File: config.mk
export PLATFORM = sky130hd
export DESIGN_NAME = avalon_packet_arbiter_flat
export DESIGN_NICKNAME = d
export VERILOG_FILES = /design/src/rtl/avalon_packet_arbiter_if.sv /design/src/rtl/avalon_packet_arbiter.sv /design/src/flat_wrapper.sv
export SDC_FILE = /design/constraint.sdc
export NUM_CORES = 1
export LEC_CHECK = 0
export CAP_MARGIN = 40
export CORE_AREA = 2 2 264 266
export CTS_BUF_LIST = sky130_fd_sc_hd__clkbuf_8 sky130_fd_sc_hd__clkbuf_16
export DETAILED_ROUTE_END_ITERATION = 6
export DIE_AREA = 0 0 266 268
export GPL_TIMING_DRIVEN = 0
export PLACE_DENSITY_LB_ADDON = 0.2
export SLEW_MARGIN = 15
export SYNTH_ARGS = -nofsm -noshare
export SYNTH_HDL_FRONTEND = slang
export SYNTH_SLANG_ARGS = --single-unit
File: constraint.sdc
create_clock -name clk -period 3.85 [get_ports clk]
set_input_delay 1.155 -clock clk [delete_from_list [all_inputs] [get_ports clk]]
set_output_delay 1.155 -clock clk [all_outputs]
set_load 0.01 [all_outputs]
File: src/rtl/avalon_packet_arbiter_if.sv
// Avalon-ST bundle between NUM_SOURCES sources, the packet arbiter and one shared sink.
// The master modport is the arbiter's view; slave is the view of the surrounding sources/sink.
interface avalon_packet_arbiter_if #(
  parameter int NUM_SOURCES         = 4,
  parameter int DATA_WIDTH_IN_BYTES = 16
);
  localparam int EMPTY_W = $clog2(DATA_WIDTH_IN_BYTES);

  logic [NUM_SOURCES-1:0]                       src_valid;
  logic [NUM_SOURCES-1:0]                       src_rdy;
  logic [NUM_SOURCES-1:0]                       src_sop;
  logic [NUM_SOURCES-1:0]                       src_eop;
  logic [NUM_SOURCES*DATA_WIDTH_IN_BYTES*8-1:0] src_data;
  logic [NUM_SOURCES*EMPTY_W-1:0]               src_empty;

  logic                                         snk_valid;
  logic                                         snk_rdy;
  logic                                         snk_sop;
  logic                                         snk_eop;
  logic [DATA_WIDTH_IN_BYTES*8-1:0]             snk_data;
  logic [EMPTY_W-1:0]                           snk_empty;

  modport master (
    input  src_valid, src_sop, src_eop, src_data, src_empty, snk_rdy,
    output src_rdy, snk_valid, snk_sop, snk_eop, snk_data, snk_empty
  );

  modport slave (
    output src_valid, src_sop, src_eop, src_data, src_empty, snk_rdy,
    input  src_rdy, snk_valid, snk_sop, snk_eop, snk_data, snk_empty
  );
endinterface

File: src/rtl/avalon_packet_arbiter.sv
// Packet-level round-robin arbiter: a grant is held from sop to eop, one bubble between packets.
// Optional idle watchdog on the locked source is enabled with `define AVALON_ARB_WATCHDOG_EN.
module avalon_packet_arbiter #(
  parameter int NUM_SOURCES         = 4,
  parameter int DATA_WIDTH_IN_BYTES = 16,
  parameter int WATCHDOG_CYCLES     = 256,
  localparam int GNT_W              = (NUM_SOURCES > 1) ? $clog2(NUM_SOURCES) : 1
) (
  input  logic                 clk,
  input  logic                 rst,
  avalon_packet_arbiter_if.master bus,
  output logic [GNT_W-1:0]     grant_id,
  output logic                 busy,
  output logic                 watchdog_abort
);
  localparam int DW      = DATA_WIDTH_IN_BYTES * 8;
  localparam int EMPTY_W = $clog2(DATA_WIDTH_IN_BYTES);

  typedef enum logic [1:0] {IDLE = 2'd0, LOCKED = 2'd1, ABORT = 2'd2} state_t;

  state_t             state, state_nxt;
  logic [GNT_W-1:0]   last_grant, last_grant_nxt, grant_id_nxt;
  logic [GNT_W-1:0]   winner, cand;
  logic               req_any;
  int                 scan_sum;
  logic [NUM_SOURCES-1:0] req;

  logic [DW-1:0]      data_arr  [NUM_SOURCES];
  logic [EMPTY_W-1:0] empty_arr [NUM_SOURCES];

  for (genvar i = 0; i < NUM_SOURCES; i++) begin : g_unpack
    assign data_arr[i]  = bus.src_data[i*DW +: DW];
    assign empty_arr[i] = bus.src_empty[i*EMPTY_W +: EMPTY_W];
  end

  // A source may only win while presenting the first beat of a packet.
  assign req  = bus.src_valid & bus.src_sop;
  assign busy = (state != IDLE);

  always_comb begin
    req_any  = 1'b0;
    winner   = '0;
    cand     = '0;
    scan_sum = 0;
    for (int k = 1; k <= NUM_SOURCES; k++) begin
      scan_sum = int'(last_grant) + k;
      if (scan_sum >= NUM_SOURCES) scan_sum = scan_sum - NUM_SOURCES;
      cand = GNT_W'(scan_sum);
      if (!req_any && req[cand]) begin
        req_any = 1'b1;
        winner  = cand;
      end
    end
  end

`ifdef AVALON_ARB_WATCHDOG_EN
  localparam int CNT_W = $clog2(WATCHDOG_CYCLES + 1);
  logic [CNT_W-1:0] idle_cnt, idle_cnt_nxt;

  always_ff @(posedge clk or negedge rst) begin
    if (!rst) idle_cnt <= '0;
    else      idle_cnt <= idle_cnt_nxt;
  end
`endif

  always_ff @(posedge clk or negedge rst) begin
    if (!rst) begin
      state      <= IDLE;
      last_grant <= GNT_W'(NUM_SOURCES - 1);
      grant_id   <= '0;
    end else begin
      state      <= state_nxt;
      last_grant <= last_grant_nxt;
      grant_id   <= grant_id_nxt;
    end
  end

  always_comb begin
    state_nxt      = state;
    last_grant_nxt = last_grant;
    grant_id_nxt   = grant_id;
    bus.src_rdy    = '0;
    bus.snk_valid  = 1'b0;
    bus.snk_sop    = 1'b0;
    bus.snk_eop    = 1'b0;
    bus.snk_data   = '0;
    bus.snk_empty  = '0;
    watchdog_abort = 1'b0;
`ifdef AVALON_ARB_WATCHDOG_EN
    idle_cnt_nxt   = '0;
`endif
    case (state)
      IDLE: begin
        if (req_any) begin
          grant_id_nxt = winner;
          state_nxt    = LOCKED;
        end
      end
      LOCKED: begin
        bus.snk_valid         = bus.src_valid[grant_id];
        bus.snk_sop           = bus.src_sop[grant_id];
        bus.snk_eop           = bus.src_eop[grant_id];
        bus.snk_data          = data_arr[grant_id];
        bus.snk_empty         = empty_arr[grant_id];
        bus.src_rdy[grant_id] = bus.snk_rdy;
        if (bus.src_valid[grant_id] && bus.snk_rdy && bus.src_eop[grant_id]) begin
          state_nxt      = IDLE;
          last_grant_nxt = grant_id;
        end
`ifdef AVALON_ARB_WATCHDOG_EN
        else if (!bus.src_valid[grant_id]) begin
          idle_cnt_nxt = idle_cnt + 1'b1;
          if (idle_cnt_nxt == CNT_W'(WATCHDOG_CYCLES)) state_nxt = ABORT;
        end
`endif
      end
`ifdef AVALON_ARB_WATCHDOG_EN
      ABORT: begin
        // Close the stalled packet with an empty eop beat so the consumer sees a complete frame.
        bus.snk_valid = 1'b1;
        bus.snk_eop   = 1'b1;
        idle_cnt_nxt  = idle_cnt;
        if (bus.snk_rdy) begin
          watchdog_abort = 1'b1;
          last_grant_nxt = grant_id;
          state_nxt      = IDLE;
          idle_cnt_nxt   = '0;
        end
      end
`endif
      default: state_nxt = IDLE;
    endcase
  end
endmodule
File: src/flat_wrapper.sv
// flat-port wrapper written by rule: the top's interface ports become plain ports
module avalon_packet_arbiter_flat 
#(
  parameter int NUM_SOURCES         = 4,
  parameter int DATA_WIDTH_IN_BYTES = 16,
  parameter int WATCHDOG_CYCLES     = 256,
  localparam int GNT_W              = (NUM_SOURCES > 1) ? $clog2(NUM_SOURCES) : 1
)
  (clk, rst, grant_id, busy, watchdog_abort, bus_src_valid, bus_src_sop, bus_src_eop, bus_src_data, bus_src_empty, bus_snk_rdy, bus_src_rdy, bus_snk_valid, bus_snk_sop, bus_snk_eop, bus_snk_data, bus_snk_empty);
  avalon_packet_arbiter_if #(.NUM_SOURCES(NUM_SOURCES), .DATA_WIDTH_IN_BYTES(DATA_WIDTH_IN_BYTES)) bus_i ();
  input  logic clk;
  input  logic rst;
  output logic [GNT_W-1:0] grant_id;
  output logic busy;
  output logic watchdog_abort;
  input wire logic [$bits(bus_i.src_valid)-1:0] bus_src_valid;
  input wire logic [$bits(bus_i.src_sop)-1:0] bus_src_sop;
  input wire logic [$bits(bus_i.src_eop)-1:0] bus_src_eop;
  input wire logic [$bits(bus_i.src_data)-1:0] bus_src_data;
  input wire logic [$bits(bus_i.src_empty)-1:0] bus_src_empty;
  input wire logic [$bits(bus_i.snk_rdy)-1:0] bus_snk_rdy;
  output wire logic [$bits(bus_i.src_rdy)-1:0] bus_src_rdy;
  output wire logic [$bits(bus_i.snk_valid)-1:0] bus_snk_valid;
  output wire logic [$bits(bus_i.snk_sop)-1:0] bus_snk_sop;
  output wire logic [$bits(bus_i.snk_eop)-1:0] bus_snk_eop;
  output wire logic [$bits(bus_i.snk_data)-1:0] bus_snk_data;
  output wire logic [$bits(bus_i.snk_empty)-1:0] bus_snk_empty;
  assign bus_i.src_valid = bus_src_valid;
  assign bus_i.src_sop = bus_src_sop;
  assign bus_i.src_eop = bus_src_eop;
  assign bus_i.src_data = bus_src_data;
  assign bus_i.src_empty = bus_src_empty;
  assign bus_i.snk_rdy = bus_snk_rdy;
  assign bus_src_rdy = bus_i.src_rdy;
  assign bus_snk_valid = bus_i.snk_valid;
  assign bus_snk_sop = bus_i.snk_sop;
  assign bus_snk_eop = bus_i.snk_eop;
  assign bus_snk_data = bus_i.snk_data;
  assign bus_snk_empty = bus_i.snk_empty;
  avalon_packet_arbiter #(.NUM_SOURCES(NUM_SOURCES), .DATA_WIDTH_IN_BYTES(DATA_WIDTH_IN_BYTES), .WATCHDOG_CYCLES(WATCHDOG_CYCLES)) u_core (.clk(clk), .rst(rst), .bus(bus_i), .grant_id(grant_id), .busy(busy), .watchdog_abort(watchdog_abort));
endmodule
==> key figures <==
Critical path
  • Cell with the most instances on the worst path: sky130_fd_sc_hd__clkdlybuf4s50_1
  • Top fanout value on the critical path: 1
  • Arrival time reported for the critical path endpoint: around 2.7 ns
  • Crit-path max cell delay: about 0.5 ns
  • Flop2flop setup slack: ~1.8 ns
  • CP startpoint kind: input pin
  • Data required time of the worst path: ~2.7 ns
  • Bufs and invs on worst path: 2
  • List of cells traversed by the critical path: clkdlybuf4s50_1 > mux4_2 > and2_1 > clkdlybuf4s50_1
  • Master of the slowest instance on the critical path: sky130_fd_sc_hd__clkdlybuf4s50_1
  • Worst setup path class: input pin to output pin
  • Count of cells along the worst register-to-register path: 3
  • Kind of end point of the critical path: output pin
  • End of the worst register-to-register path: u_core.last_grant[0]
  • Reg2reg start: u_core.state[0]
  • CP Launch Point: bus_src_data[244]
  • Largest delay share family, worst path: buffers and inverters

Global route
  • Number of global-route vias before repair: ~6900
  • GRT Util Overall: 10.2%
  • Total global routing overflow: 0
  • Pin count of the biggest net entering global routing: 11
  • Wire length of the first global-routing pass: around 52000 um
  • Antenna violations before repair: 6

Run
  • Max-capacitance violation count: 0

Logic synthesis
  • Flops & latches, synth: 5
  • Syn nets: 901
  • Area share of the leading cell type in the synthesized netlist: ~67%
  • Mapped Avg Cell Area: about 13 um^2
  • Number of enable-type register cells in the synthesized netlist: 0
  • Area contributors post-synth: sky130_fd_sc_hd__mux4_2 67%, sky130_fd_sc_hd__and2_1 19%, sky130_fd_sc_hd__buf_6 3.5%, sky130_fd_sc_hd__buf_2 1.7%, sky130_fd_sc_hd__dfrtp_1 1.7%
  • Post-synthesis async set-or-reset flop share: 100%
  • Number of standard cells after synthesis: ~360
  • Number of library cell types mapped by synthesis: 25
  • Dominant cell type by area after synthesis: sky130_fd_sc_hd__mux4_2
  • Count of yosys warnings during synthesis: 0
  • Most frequent cells after synthesis: 135 x sky130_fd_sc_hd__and2_1, 135 x sky130_fd_sc_hd__mux4_2, 15 x sky130_fd_sc_hd__buf_2, 15 x sky130_fd_sc_hd__clkbuf_1, 14 x sky130_fd_sc_hd__buf_6
  • Share of the yosys chip area belonging to registers: around 2.8%
  • Most frequently used flop master after synthesis: sky130_fd_sc_hd__dfrtp_1
  • Netlist area before placement: 4520 um^2

Floorplan
  • Die X: around 270 um
  • Standard-cell rows: 96
  • Die Height: between 200 and 300 um
  • Effective utilization at floorplan: 6.63%
  • Die area: approximately 71000 um^2
  • I/O pin count: 686
  • Area of the core region: roughly 70000 um^2

Route
  • Routed Antenna Nets: 0
  • Number of remaining DRC errors: 0
  • First-pass DRT Iterations: 4
  • Drt initial violations: between 200 and 250
  • Drt total wl: 39100 um
  • Overall via count from detail_route: between 6000 and 7000
  • Routed length per instance: roughly 20 um
  • Routed vias/inst: roughly 3.2

Place
  • Detail Placement HPWL: ~35000 um
  • Number of buffers inserted by port buffering: ~680
  • Placed cells: 1925
  • Placed cell areas: ~12000 um^2
  • Gpl congestion: around 0.80

Layout
  • Area of all placed cells without fillers: around 13000 um^2
  • Area growth from synthesis to layout: 179%
  • Non-filler instance count after layout: between 1500 and 2000
  • Fill cell total of the finished layout: ~7500
  • Final #Nets: 1592
  • Share of layout cells above drive strength 1: approximately 17%

Pwr
  • Static Leak: about 5 nW
  • Peak supply drop: approximately 0.19 mV
  • PwrDens: 524 nW/um^2

Timing
  • Part of the cycle the worst path needs: ~100%
  • Setup TNS: 0 ns
  • Final Hold Fails: 0
  • Highest clock rate: between 200 and 300 MHz
  • Worst rel slew slack: 49.4%
  • Slew at the pin closest to its max-slew limit: 0.758 ns
  • Fin. max-slew vios: 0
  • Final Critical Period: approximately 3.8 ns
  • Count of final setup violators: 0
  • Skew final: roughly 0.0052 ns

Clock network
  • Buffers from clock root to sink, at most: 2
  • Count of clock tree sinks: 5
  • CTS H-tree lvls: 1
  • CTS buffer count: 3
  • Clock transition at the registers of the reported paths: around 0.030 ns
  • Insertion delay of the later-clocked pin in the worst-skew pair: between 0.2 and 0.25 ns
  • Clock tree from TritonCTS: done
  • Cell chosen for the clock root: sky130_fd_sc_hd__clkbuf_16
  • Hold-fix buffers at CTS: 0

Worst hold path
  • Critical hold path startpoint: u_core.last_grant[0]
  • Terminating pin of the worst hold path: u_core.last_grant[0]
  • Type of the most critical hold path: register to register
  • Instance count along the most critical hold path: 2

Status
  • Outcome: finished, final reports clean
## final cells by class
| type | count | area [um^2] | area share (%) |
|---|---|---|---|
| Inverter | 3 | 11.3 | 0.0891 |
| Timing Repair Buffer | 686 | 6910 | 54.7 |
| Multi-Input combinational cell | 303 | 4070 | 32.2 |
| Buffer | 47 | 332 | 2.62 |
| Antenna cell | 4 | 10.0 | 0.0792 |
| Clock inverter | 1 | 3.75 | 0.0297 |
| Sequential cell | 5 | 129 | 1.02 |
| Clock buffer | 3 | 75.1 | 0.594 |
| Tap cell | 882 | 1100 | 8.73 |
## cell usage in the layout (no fill, tap or decap), drive strengths merged
master         netlist  final
a32o                 1      1
buf                 32     34
nor3b                3      3
nand3                2      2
nor3                 2      2
a22oi                3      3
and2               135    135
nor2                 2      2
dlymetal6s2s         0     52
clkdlybuf4s50        0    563
o21ai                3      3
dlygate4sd2          0     69
dfrtp                3      3
inv                  3      4
o21a                 1      1
nand2                9      9
nand4                1      1
dfstp                2      2
a31oi                1      1
a21oi                2      2
mux4               135    135
diode                0      4
a21o                 1      1
conb                 1      1
clkbuf              15     18
o41ai                1      1
## flip-flops by register name, summed over array words and instances (netlist names)
| name | flops |
|---|---|
| u_core.state | 1 |
| u_core.grant_id | 2 |
| u_core.last_grant | 2 |
## per-layer routing
metal  routed length, um  vias to the layer above  global-route usage (%)
met5                   0                        -                       0
met4                 145                        0                   0.653
met3                2800                        8                    2.44
met2               20600                      339                    19.0
met1               15500                     3040                    12.3
li1                    -                     2849                       -
## logic make-up after synthesis
| logic type | count (synthesis) | share of synthesized area (%) |
|---|---|---|
| simple gates | 154 | 20.7 |
| mux | 135 | 67.2 |
| buf+inv | 50 | 7.30 |
| compound gates | 13 | 1.94 |
| flops | 5 | 2.82 |
| other cells | 1 | 0.0829 |
## stage by stage
step,total power (W),hold WS [ns],setup slack (ns),utilization (%)
2_1_floorplan,0.00350,0.481,0.894,-
3_3_place_gp,0.00703,0.524,-0.431,18.3
3_5_place_dp,0.00699,0.516,-0.369,18.3
4_1_cts,0.00694,0.520,0.000250,18.3
5_1_grt,0.00713,0.552,-0.00357,18.5
6_report,0.00662,0.516,0.0134,18.5
## worst min-delay path: stages, from the launching register on
cell                      delay [ns]
sky130_fd_sc_hd__dfstp_2        0.38
sky130_fd_sc_hd__nand2_1        0.05
sky130_fd_sc_hd__o21ai_0        0.07
## power by group
| part | internal [W] | total [W] | switching (W) |
|---|---|---|---|
| clock network | 0.000135 | 0.000175 | 0.0000399 |
| logic | 0.00360 | 0.00630 | 0.00271 |
| registers | 0.0000850 | 0.000142 | 0.0000568 |
## worst max path at each step
stage                         to  slack [ns]  depth (start not counted)
2_1_floorplan        bus_snk_eop        0.89                          2
3_3_place_gp   bus_snk_data[120]       -0.43                          4
3_5_place_dp       bus_snk_valid       -0.37                          4
4_1_cts         bus_snk_data[57]      0.0003                          4
5_1_grt        bus_snk_data[103]      -0.004                          4
6_report       bus_snk_data[116]        0.01                          4
## repair_timing
item | in CTS | in global routing
cloned | 0 | 0
buffers inserted | 1 | 0
setup endpoints to repair | 111 | 56
resized for setup | 74 | 58
endpoints found under the hold margin | 0 | 0
Note: power is estimated with default switching activity, not from simulation.
